==> config.mk <==
export PLATFORM = sky130hd
export DESIGN_NAME = ctrl_sequencer_flat
export DESIGN_NICKNAME = d
export VERILOG_FILES = /design/src/rtl/ctrl_sequencer_if.sv /design/src/rtl/ctrl_sequencer.sv /design/src/flat_wrapper.sv
export SDC_FILE = /design/constraint.sdc
export NUM_CORES = 1
export LEC_CHECK = 0
export BUFFER_PORTS_ARGS = -buffer_cell sky130_fd_sc_hd__buf_4
export CORE_MARGIN = 3
export CORE_UTILIZATION = 50
export DETAILED_ROUTE_END_ITERATION = 7
export PLACE_DENSITY = 0.8
export SLEW_MARGIN = 10
export SYNTH_ARGS = -nofsm -noshare
export SYNTH_HDL_FRONTEND = slang
export SYNTH_SLANG_ARGS = --single-unit
==> constraint.sdc <==
create_clock -name clk -period 2.77 [get_ports clk]
set_clock_uncertainty 0.2 [all_clocks]
set_input_delay 0.554 -clock clk [delete_from_list [all_inputs] [get_ports clk]]
set_output_delay 0.554 -clock clk [all_outputs]
set_load 0.05 [all_outputs]
==> src/rtl/ctrl_sequencer_if.sv <==
// ctrl_sequencer_if: instruction ROM, ALU and register-decoder signals of the sequencer
interface ctrl_sequencer_if #(parameter int PC_W = 8);
  logic            start;
  logic [7:0]      instr_data;
  logic            z_flag;
  logic            alu_done;
  logic [PC_W-1:0] pc;
  logic [3:0]      sel;
  logic            en_op;
  logic            en_out;
  logic [2:0]      alu_op;
  logic            alu_go;
  logic            busy;
  logic            done;
  logic            err;
  modport master (
    input  start, instr_data, z_flag, alu_done,
    output pc, sel, en_op, en_out, alu_op, alu_go, busy, done, err
  );
  modport slave (
    output start, instr_data, z_flag, alu_done,
    input  pc, sel, en_op, en_out, alu_op, alu_go, busy, done, err
  );
endinterface

==> src/rtl/ctrl_sequencer.sv <==
// ctrl_sequencer: fetch/decode FSM driving a register-enable decoder and an ALU from an 8-bit ROM
module ctrl_sequencer #(
  parameter int PC_W    = 8,
  parameter int ALU_TMO = 15
) (
  input logic              clk,
  input logic              rst,
  ctrl_sequencer_if.master bus
);
  typedef enum logic [3:0] {
    S_IDLE, S_FETCH, S_DECODE, S_LATCH, S_WRITE, S_ALUWAIT, S_OPFETCH, S_OPCAP, S_HALT
  } state_t;
  localparam int CW = $clog2(ALU_TMO + 1);
  state_t          r_state, w_state;
  logic [PC_W-1:0] r_pc, w_pc, w_pc_inc;
  logic [7:0]      r_ir, w_ir;
  logic [2:0]      r_alu_op, w_alu_op;
  logic [CW-1:0]   r_cnt, w_cnt;
  logic            r_en_op, w_en_op, r_en_out, w_en_out, r_alu_go, w_alu_go, r_err, w_err;
  assign w_pc_inc = r_pc + 1'b1;
  always_comb begin
    w_state  = r_state;
    w_pc     = r_pc;
    w_ir     = r_ir;
    w_alu_op = r_alu_op;
    w_cnt    = r_cnt;
    w_err    = r_err;
    w_en_op  = 1'b0;
    w_en_out = 1'b0;
    w_alu_go = 1'b0;
    case (r_state)
      S_IDLE, S_HALT: if (bus.start) begin
        w_state = S_FETCH;
        w_pc    = '0;
        w_err   = 1'b0;
      end
      S_FETCH: w_state = S_DECODE;
      S_DECODE: begin
        w_ir = bus.instr_data;
        case (bus.instr_data[7:4])
          4'h0: begin w_pc = w_pc_inc; w_state = S_FETCH; end
          4'h1: begin w_en_op = 1'b1; w_state = S_LATCH; end
          4'h2: begin w_alu_op = bus.instr_data[2:0]; w_alu_go = 1'b1; w_cnt = '0; w_state = S_ALUWAIT; end
          4'h3, 4'h4: begin w_pc = w_pc_inc; w_state = S_OPFETCH; end
          4'hF: w_state = S_HALT;
          default: begin w_err = 1'b1; w_pc = w_pc_inc; w_state = S_FETCH; end
        endcase
      end
      S_LATCH: begin w_en_out = 1'b1; w_state = S_WRITE; end
      S_WRITE: begin w_pc = w_pc_inc; w_state = S_FETCH; end
      // a completion in the last allowed cycle still wins over the timeout
      S_ALUWAIT: if (bus.alu_done || r_cnt == CW'(ALU_TMO - 1)) begin
        w_pc    = w_pc_inc;
        w_err   = r_err | ~bus.alu_done;
        w_state = S_FETCH;
      end else w_cnt = r_cnt + 1'b1;
      S_OPFETCH: w_state = S_OPCAP;
      S_OPCAP: begin
        w_pc    = (r_ir[7:4] == 4'h4 || bus.z_flag) ? PC_W'(bus.instr_data) : w_pc_inc;
        w_state = S_FETCH;
      end
      default: w_state = S_IDLE;
    endcase
  end
  always_ff @(posedge clk) begin
    if (rst) begin
      r_state  <= S_IDLE;
      r_pc     <= '0;
      r_ir     <= '0;
      r_alu_op <= '0;
      r_cnt    <= '0;
      r_err    <= 1'b0;
      r_en_op  <= 1'b0;
      r_en_out <= 1'b0;
      r_alu_go <= 1'b0;
    end else begin
      r_state  <= w_state;
      r_pc     <= w_pc;
      r_ir     <= w_ir;
      r_alu_op <= w_alu_op;
      r_cnt    <= w_cnt;
      r_err    <= w_err;
      r_en_op  <= w_en_op;
      r_en_out <= w_en_out;
      r_alu_go <= w_alu_go;
    end
  end
  assign bus.pc     = r_pc;
  assign bus.sel    = r_ir[3:0];
  assign bus.en_op  = r_en_op;
  assign bus.en_out = r_en_out;
  assign bus.alu_op = r_alu_op;
  assign bus.alu_go = r_alu_go;
  assign bus.err    = r_err;
  assign bus.done   = (r_state == S_HALT);
  assign bus.busy   = (r_state != S_IDLE) && (r_state != S_HALT);
endmodule

==> src/flat_wrapper.sv <==
// flat-port wrapper written by rule: the top's interface ports become plain ports
module ctrl_sequencer_flat 
#(
  parameter int PC_W    = 8,
  parameter int ALU_TMO = 15
)
  (clk, rst, bus_start, bus_instr_data, bus_z_flag, bus_alu_done, bus_pc, bus_sel, bus_en_op, bus_en_out, bus_alu_op, bus_alu_go, bus_busy, bus_done, bus_err);
  ctrl_sequencer_if #(.PC_W(PC_W)) bus_i ();
  input logic clk;
  input logic rst;
  input wire logic [$bits(bus_i.start)-1:0] bus_start;
  input wire logic [$bits(bus_i.instr_data)-1:0] bus_instr_data;
  input wire logic [$bits(bus_i.z_flag)-1:0] bus_z_flag;
  input wire logic [$bits(bus_i.alu_done)-1:0] bus_alu_done;
  output wire logic [$bits(bus_i.pc)-1:0] bus_pc;
  output wire logic [$bits(bus_i.sel)-1:0] bus_sel;
  output wire logic [$bits(bus_i.en_op)-1:0] bus_en_op;
  output wire logic [$bits(bus_i.en_out)-1:0] bus_en_out;
  output wire logic [$bits(bus_i.alu_op)-1:0] bus_alu_op;
  output wire logic [$bits(bus_i.alu_go)-1:0] bus_alu_go;
  output wire logic [$bits(bus_i.busy)-1:0] bus_busy;
  output wire logic [$bits(bus_i.done)-1:0] bus_done;
  output wire logic [$bits(bus_i.err)-1:0] bus_err;
  assign bus_i.start = bus_start;
  assign bus_i.instr_data = bus_instr_data;
  assign bus_i.z_flag = bus_z_flag;
  assign bus_i.alu_done = bus_alu_done;
  assign bus_pc = bus_i.pc;
  assign bus_sel = bus_i.sel;
  assign bus_en_op = bus_i.en_op;
  assign bus_en_out = bus_i.en_out;
  assign bus_alu_op = bus_i.alu_op;
  assign bus_alu_go = bus_i.alu_go;
  assign bus_busy = bus_i.busy;
  assign bus_done = bus_i.done;
  assign bus_err = bus_i.err;
  ctrl_sequencer #(.PC_W(PC_W), .ALU_TMO(ALU_TMO)) u_core (.clk(clk), .rst(rst), .bus(bus_i));
endmodule
; After elaboration in Yosys (flattened, before gate mapping)
; Cells that the tools add are included.
[classes]
addsub = 2
n_eq_ne = 22
muxes = 19
n_bitwise = 3
reduce_logical = 20
[op_table]
columns = operator, n
row1 = $pmux 8 s5, 1
row2 = $mux 8, 4
row3 = $pmux 4 s7, 1
row4 = $eq 4x3->1 const B, 6
row5 = $eq 4x2->1 const B, 4
row6 = $mux 4, 4
row7 = $pmux 4 s4, 1
row8 = $eq 4x4->1 const B, 3
row9 = $add 8x1->8 const B, 1
row10 = $eq 4x1->1 const B, 2
row11 = $logic_not 4->1, 2
row12 = $ne 2x2->1 const B, 4
row13 = $pmux 4 s2, 1
row14 = $reduce_and 4->1, 2
row15 = $reduce_or 2->1, 4
row16 = $mux 1, 6
row17 = $reduce_or 6->1, 1
row18 = $reduce_bool 5->1, 1
row19 = $add 4x1->4 const B, 1
row20 = $ne 2x1->1 const B, 2
row21 = $ne 4x4->1 const B, 1
row22 = $reduce_and 2->1, 2
row23 = $reduce_bool 4->1, 1
row24 = $pmux 1 s3, 1
row25 = 8 further kinds, 10
[totals]
reg_bits = 31
input_bits = 13
output_inout_bits = 21
elab_cells = 75

; Longest topological paths before layout
; Gate-level depths: netlist (run 1).
[depth]
ltp_word = 4
ltp_mapped = 8

; Worst setup path after synthesis (run 1)
; Ideal clock, no wire load.
[synth_path]
kind = input port to flip-flop
start = input bus_instr_data[5]
end = register u_core.r_pc[2], in the netlist u_core.bus.pc[2]
setup_time_ns = 0.086
arrival_ns = 1.969
t_required_ns = 2.484
slack_ns = 0.515
cell_stages = 7
path_buffers = 2
cell_sequence = clkbuf_1 -> xnor2_1 -> nor4_1 -> nor4b_2 -> buf_4 -> nor2_1 -> a211oi_1
[synth_between]
elab_chain_cells = 4
word_cells_on_any_way = 6
classes_between = eq/ne: 4 / reduce/logical: 2
[synth_lines]
columns = item, line
row1 = from (decl), flat_wrapper.sv:12  ; input wire logic [$bits(bus_i.instr_data)-1:0] bus_instr_data;
row2 = "$eq 4x1->1, or another cell as far along", ctrl_sequencer.sv:40  ; case (bus.instr_data[7:4])
row3 = $reduce_or 3->1 (no line) *, --
row4 = $ne 2x2->1 (no line) *, --
row5 = $reduce_and 4->1 (no line) *, --
row6 = to (signal assigned), ctrl_sequencer.sv:78  ; r_pc <= w_pc;
row7 = to (decl), ctrl_sequencer.sv:15  ; logic [PC_W-1:0] r_pc, w_pc, w_pc_inc;
; Every way passes the cells marked *; elsewhere a longest branch is shown, timed or not.
; A chain may end at the register's enable or synchronous reset.

; Worst setup path after layout (run 1)
[layout_path]
start = register u_core.r_state[1]
end = register u_core.r_pc[6], in the netlist u_core.bus.pc[6]
[layout_between]
elab_chain_cells = 4
word_cells_on_any_way = 13
classes_between = eq/ne: 8 / mux: 1 / reduce/logical: 4
[layout_lines]
columns = item, line
row1 = from (decl), ctrl_sequencer.sv:14  ; state_t r_state, w_state;
row2 = from (signal assigned), ctrl_sequencer.sv:77  ; r_state <= w_state;
row3 = $eq 4x4->1 or $logic_not 4->1 (tied branches), ctrl_sequencer.sv:31  ; case (r_state)
row4 = $reduce_or 2->1, ctrl_sequencer.sv:31
row5 = $reduce_bool 5->1 (no line) or $ne 2x2->1 (tied branches), --
row6 = $reduce_and 4->1 (no line), --
; Parallel ways exist; a longest one is shown, timed or not.

==> results of run 1 <==
[cell type report]
class	count	area, um2	area share [%]
inverter	4	15.01	0.7467
multi-input combinational	159	984.7	48.97
tap	44	55.05	2.738
clock inverter	1	5.005	0.2489
clock buffer	7	45.04	2.240
timing repair buffer	38	285.3	14.19
sequential	31	620.6	30.86
[registers in the layout, summed over array words and instances (netlist names)]
signal / count
u_core.bus.pc: 8
u_core.bus.en_out: 1
u_core.bus.en_op: 1
u_core.r_cnt: 4
u_core.r_state: 4
u_core.bus.alu_op: 3
u_core.bus.alu_go: 1
u_core.r_ir: 8
u_core.bus.err: 1
[per-layer routing]
layer / part of all wire, % / track usage [%]
met4: 1.2 / 7.124
met3: 6.3 / 6.932
met5: 0 / 0
met1: 50 / 27.93
met2: 42 / 27.32
[stage by stage]
| step | utilization (%) | power (uW) | instances | hold slack [ps] |
|---|---|---|---|---|
| after floorplan | - | 684.6 | 212 | 231.6 |
| after global placement | 61.90 | 748.6 | 276 | 243.5 |
| after detailed placement | 61.90 | 750.0 | 276 | 248.9 |
| after CTS | 63.49 | 1003 | 284 | 200.4 |
| after global routing | 63.77 | 1048 | 284 | 221.4 |
| final | 63.77 | 999.4 | 284 | 210.5 |
[logic make-up (layout without fill, tap and decap cells)]
| family | Yosys count | in the layout | synth area share, % |
|---|---|---|---|
| simple gates | 96 | 96 | 30.47 |
| xor+xnor | 7 | 7 | 3.571 |
| fa+ha+maj | 3 | 3 | 2.187 |
| compound gates | 50 | 50 | 18.88 |
| flops | 31 | 31 | 36.15 |
| mux | 3 | 3 | 1.749 |
| buf+inv | 22 | 50 | 6.997 |
[how the worst max path moves through the flow]
stage | endpoint | slack, ps
global route | u_core.bus.pc[5]$_SDFFE_PP0P_ | 270
floorplan | u_core.bus.pc[2]$_SDFFE_PP0P_ | 510
global placement | u_core.bus.pc[3]$_SDFFE_PP0P_ | 210
CTS | u_core.bus.pc[3]$_SDFFE_PP0P_ | 180
finish | u_core.bus.pc[6]$_SDFFE_PP0P_ | 450
detailed placement | u_core.bus.pc[3]$_SDFFE_PP0P_ | 160
[cells in the mapped netlist, drive strengths merged, types with 2 or more instances]
master	number
xor2	5
nand2	28
a21o	3
o211ai	2
clkbuf	8
nor4	4
a22oi	4
nor3	10
nand3	7
o21ai	7
mux2i	3
xnor2	2
nor2b	2
buf	10
a311oi	3
nand2b	8
a21oi	16
dfxtp	31
o21a	2
a211oi	5
and2	2
ha	3
inv	4
nor2	22
nand4	2
nor4b	3
nand3b	2
[power breakdown]
group,internal [uW],switching (uW)
Sequential,467,28.9
Clock,98.7,157
Combinational,90.3,157
Total,656,343
[timing repair]
| item | 4_1_cts | 5_1_grt |
|---|---|---|
| setup endpoints to repair | 0 | 6 |
| hold endpoints to repair | 0 | 0 |
| gates resized for setup | 0 | 1 |
==> reports/summary.txt, run 1 <==
status -> complete, no violations
Avg Cell Area, Syn -> 8.097 um2
cell area after synthesis -> 1717 um2
vias in the first global route -> 1,379
DRC -> 0
worst r2r dst -> u_core.bus.pc[6]$_SDFFE_PP0P_
CTS tree -> yes
clk buf depth -> 2
number of max-slew violations in the final report -> 0
Fmax -> 430.7 MHz
Crit Path Class -> flop to flop
share of the synthesized area in the top cell type -> 36.15%
Hold Crit Start -> bus_start
hold buffers post-CTS -> 0
Worst-Margin Slew -> 731.1 ps
VDD IR max -> 373.0 uV
Initial DRC Count -> 161
RSZ-0062 raised after global routing -> no
P_leak -> 0.0007910 uW
Crit. Startpoint -> u_core.r_state[1]$_SDFFE_PP0P_
WP buf/inv -> 0
Root Buffer Master -> clkbuf_4
Clock Pin Slew Worst Setup and Hold Paths -> 90 ps
DP Area -> 1952 um2
Die X -> 64.60 um
Starting Density -> 54.44%
pwr dens -> 497.1 nW/um2
setup violators final -> 0
Critical R2R Launch -> u_core.r_state[1]$_SDFFE_PP0P_
Clk Latency, worst-skew pair -> 340 ps
sequential share of the synthesized area -> 36.15%
vias per std cell -> 5.447
final-report hold violation count -> 0
Routed WL -> 3730 um
setup ws final -> 448.2 ps
count of different cell masters after synthesis -> 46
Crit path required time -> 2820 ps
CP top delay family -> simple AND/OR/NAND/NOR gates
Slowest-stage cell, CP -> or4b_4
most frequent cells in the layout -> buf_4, dfxtp_1, nand2_1
number of synthesized flops with an enable pin -> 0
commonest non-fill, non-tap cell in the layout -> buf_4
HPWL after DPL -> 2666 um
setup bufs post-CTS -> 0
number of synthesized register bits -> 31
Async SR Flop Fraction -> 0%
path depth of the worst reg2reg path -> 4
vias -> 1,547
Overall Global Routing Usage -> 19.71%
Net count, final -> 255
Hold Crit Class -> input pin to flop
area leader, netlist -> dfxtp_1
Pre-Repair DR Iteration Count -> 7
worst slack, placed -> 161.5 ps
startpoint types -> flop
Synth area leaders -> dfxtp_1, nand2_1, nor2_1
Hold Path Stages -> 2
fill cell total of the finished layout -> 293
share of cells above drive strength 1 -> 21.25%
Worst Path Max Fanout -> 16
critical path capture point type -> flop
end of the worst hold path -> u_core.bus.err$_SDFFE_PP0P_
Layout area overhead -> 17.13%
Core Box Area -> 3153 um2
initial antenna violation count -> 0
reg2reg setup slack -> 450 ps
pin count of the biggest net entering global routing -> 33
first-pass GRT wire length -> 6368 um
critical path depth -> 4
data arrival time of the worst path -> 2380 ps
# IOs -> 34
CP cell instances -> or4b_4 -> nor4_1 -> nor4b_4 -> a311oi_1
H-tree Lvls -> 2
setup_tns -> 0 ps
min Tclk post-route -> 2322 ps
gr ovfl total -> 0
DRT antenna net count -> 0
Most used DFF post-synth -> dfxtp_1
Die Ht -> 64.60 um
synthesized instance count -> 212
antenna diode count -> 0
Max Cap Viol -> 0
syn nets -> 228
Tcrit/Tclk final -> 83.82%
Synth Warn # -> 0
standard-cell row count -> 20
slowest stage delay, CP -> 560 ps
gpl congestion -> 0.8345
relative slew slack -> 51.05%
design area -> 2011 um2
Sink Count -> 31
Num CTS Buffers -> 5
Port Buffers -> 33
Die ar. -> 4173 um2
wire per inst -> 13.13 um
(Power assumes the default switching activity.)
==> inputs of run 2 (changes only) <==
- ABC_AREA: not set -> 1
- clock period: 2.77 -> 2.35 ns (I/O delays scaled with it)
==> reports/summary.txt, run 2 <==
cell area after synthesis -> 1831 um2 (+6.6%)
clk buf depth -> 2 (unchanged)
most common cell in the netlist -> nand2_1
Max Cap Viol -> 0 (unchanged)
Fin Hold WS -> 168.2 ps (-42.39 ps)
antenna diode count -> 0 (unchanged)
Pre-Repair DR Iteration Count -> 5 (-2)
Routed WL -> 4180 um (+12%)
sequential share of the synthesized area -> 33.90% (-2.2 points)
standard-cell row count -> 21 (+5.0%)
worst slack, placed -> 472.7 ps (+311.2 ps)
number of synthesized flops with an enable pin -> 0 (unchanged)
# IOs -> 34 (unchanged)
most instantiated cells after synthesis -> nand2_1, nor2_1, inv_1
CTS tree -> yes
Most used DFF post-synth -> dfxtp_1
Synth area leaders -> dfxtp_1, nand2_1, nor2_1
Die Ht -> 66.51 um (+3.0%)
vias per std cell -> 4.992 (-8.4%)
setup_tns -> 0 ps (unchanged)
gpl congestion -> 0.9000 (+7.8%)
most frequent cells in the layout -> nand2_1, nor2_1, buf_4
initial antenna violation count -> 0 (unchanged)
Hold Crit Class -> input pin to flop
wire per inst -> 11.18 um (-15%)
startpoint types -> flop
commonest non-fill, non-tap cell in the layout -> nand2_1
Finished Layout Cells -> 374 (+32%)
internal power -> 1093 uW (+67%)
share of the synthesized area in the top cell type -> 33.90% (-2.2 points)
pwr dens -> 813.9 nW/um2 (+64%)
overall power consumption -> 1785 uW (+79%)
Layout area overhead -> 19.82%
Clock Pin Slew Worst Setup and Hold Paths -> 70 ps (-20 ps)
Core Box Area -> 3442 um2 (+9.2%)
vias -> 1,867 (+21%)
DRC -> 0 (unchanged)
area leader, netlist -> dfxtp_1
CTS resizes -> 0 (unchanged)
Clk Latency, worst-skew pair -> 290 ps (-50 ps)
HPWL after DPL -> 3189 um (+20%)
Root Buffer Master -> clkbuf_8
DRT antenna net count -> 0 (unchanged)
Critical R2R Launch -> u_core.r_state[1]$_SDFFE_PP0P_
count of different cell masters after synthesis -> 27 (-41%)
synthesized instance count -> 295 (+39%)
Crit path required time -> 1680 ps (-1140 ps)
Sink Count -> 31 (unchanged)
H-tree Lvls -> 2 (unchanged)
RSZ-0062 raised after global routing -> no
Avg Cell Area, Syn -> 6.205 um2 (-23%)
Starting Density -> 53.18% (-1.3 points)
Tcrit/Tclk final -> 81.57%
Worst-Margin Slew -> 558.7 ps (-172.4 ps)
Port Buffers -> 33 (unchanged)
syn nets -> 311 (+36%)
data arrival time of the worst path -> 1250 ps (-1130 ps)
share of cells above drive strength 1 -> 18.60% (-2.7 points)
relative slew slack -> 62.52% (+11 points)
Async SR Flop Fraction -> 0% (unchanged)
setup ws final -> 433.1 ps (-15.13 ps)
placed insts -> 366 (+33%)
P_leak -> 0.001130 uW (+43%)
NetSw -> 692.1 uW (+100%)
vias in the first global route -> 1,655 (+20%)
critical path capture point type -> output port
Initial DRC Count -> 159 (-1.2%)
setup violators final -> 0 (unchanged)
Crit Path Class -> flop to output port
Sw Ratio -> 38.77% (+4.5 points)
Fmax -> 521.7 MHz
Crit. Startpoint -> u_core.r_state[1]$_SDFFE_PP0P_
min Tclk post-route -> 1917 ps
pin count of the biggest net entering global routing -> 19 (-42%)
final-report hold violation count -> 0 (unchanged)
setup bufs post-CTS -> 0 (unchanged)
number of synthesized register bits -> 31 (unchanged)
Clock power frac -> 29.5% (+3.9 points)
number of max-slew violations in the final report -> 0 (unchanged)
Net count, final -> 343 (+35%)
Hold Crit Start -> bus_instr_data[5]
Worst Path Max Fanout -> 6 (-10)
Die ar. -> 4423 um2 (+6.0%)
gr ovfl total -> 0 (unchanged)
VDD IR max -> 365.2 uV (-2.1%)
first-pass GRT wire length -> 7127 um (+12%)
share of power burned in registers -> 35.6% (-14 points)
Die X -> 66.51 um (+3.0%)
hold buffers post-CTS -> 0 (unchanged)
Num CTS Buffers -> 5 (unchanged)
status -> complete, no violations
Synth Warn # -> 0 (unchanged)
Overall Global Routing Usage -> 21.14% (+1.4 points)
Logic pwr share -> 34.9% (+10 points)
-- run 2: cell types whose count changed after synthesis, sizes merged, moves of 7 or more --
cell | previous run | this run
nand3 | 7 | 24
clkbuf | 8 | 1
nor2 | 22 | 52
nand2b | 8 | 0
inv | 4 | 38
nor3 | 10 | 3
nand2 | 28 | 97
-- run 2: power by group through the flow --
stage	Sequential [uW]	Clock, uW	Combinational (uW)
after CTS	636	540	627
after floorplan	760	0	372
after global placement	647	0	617
final	636	526	623
after global routing	645	562	697
after detailed placement	647	0	623
-- run 2: path summary, 6_finish.rpt --
path | end | cells after the start | slack [ps]
setup / recovery | bus_done | 4 | 430
setup reg to reg | u_core.bus.err$_SDFFE_PP0P_ | 10 | 460
hold reg to reg | u_core.bus.alu_op[1]$_SDFFE_PP0P_ | 2 | 270
hold / removal | u_core.bus.en_op$_SDFF_PP0_ | 2 | 170
-- run 2: layout make-up --
class | instances | area (um2)
Tap cell | 46 | 57.56
Multi-Input combinational cell | 216 | 1001
Clock buffer | 5 | 68.82
Sequential cell | 31 | 620.6
Timing Repair Buffer | 34 | 255.2
Clock inverter | 3 | 43.79
Fill cell | 324 | 1249
Inverter | 39 | 146.4
-- run 2: metal layers --
layer,global-route usage [%],wire [um],vias up
met1,26.16,1958,836
li1,-,-,979
met3,5.396,235,8
met4,8.629,68,0
met5,0,0,-
met2,34.70,1918,44
-- run 2: logic make-up after synthesis --
logic type | share of synthesized area, %
compound gates | 9.159
xor+xnor | 0.9571
fa+ha+maj | 2.051
buf+inv | 11.41
flops | 33.90
simple gates | 42.52
-- run 2: metrics by stage --
stage / utilization, % / area, um2
global placement: 60.45 / 2081
global route: 63.72 / 2193
finish: 63.72 / 2193
floorplan: - / 1831
detailed placement: 60.45 / 2081
CTS: 63.72 / 2193
-- run 2: critical path, cell delays in order, from the launching register on --
cell	delay [ps]
dfxtp_1	370
inv_2	110
nand3_2	140
nor2_1	130
buf_4	210
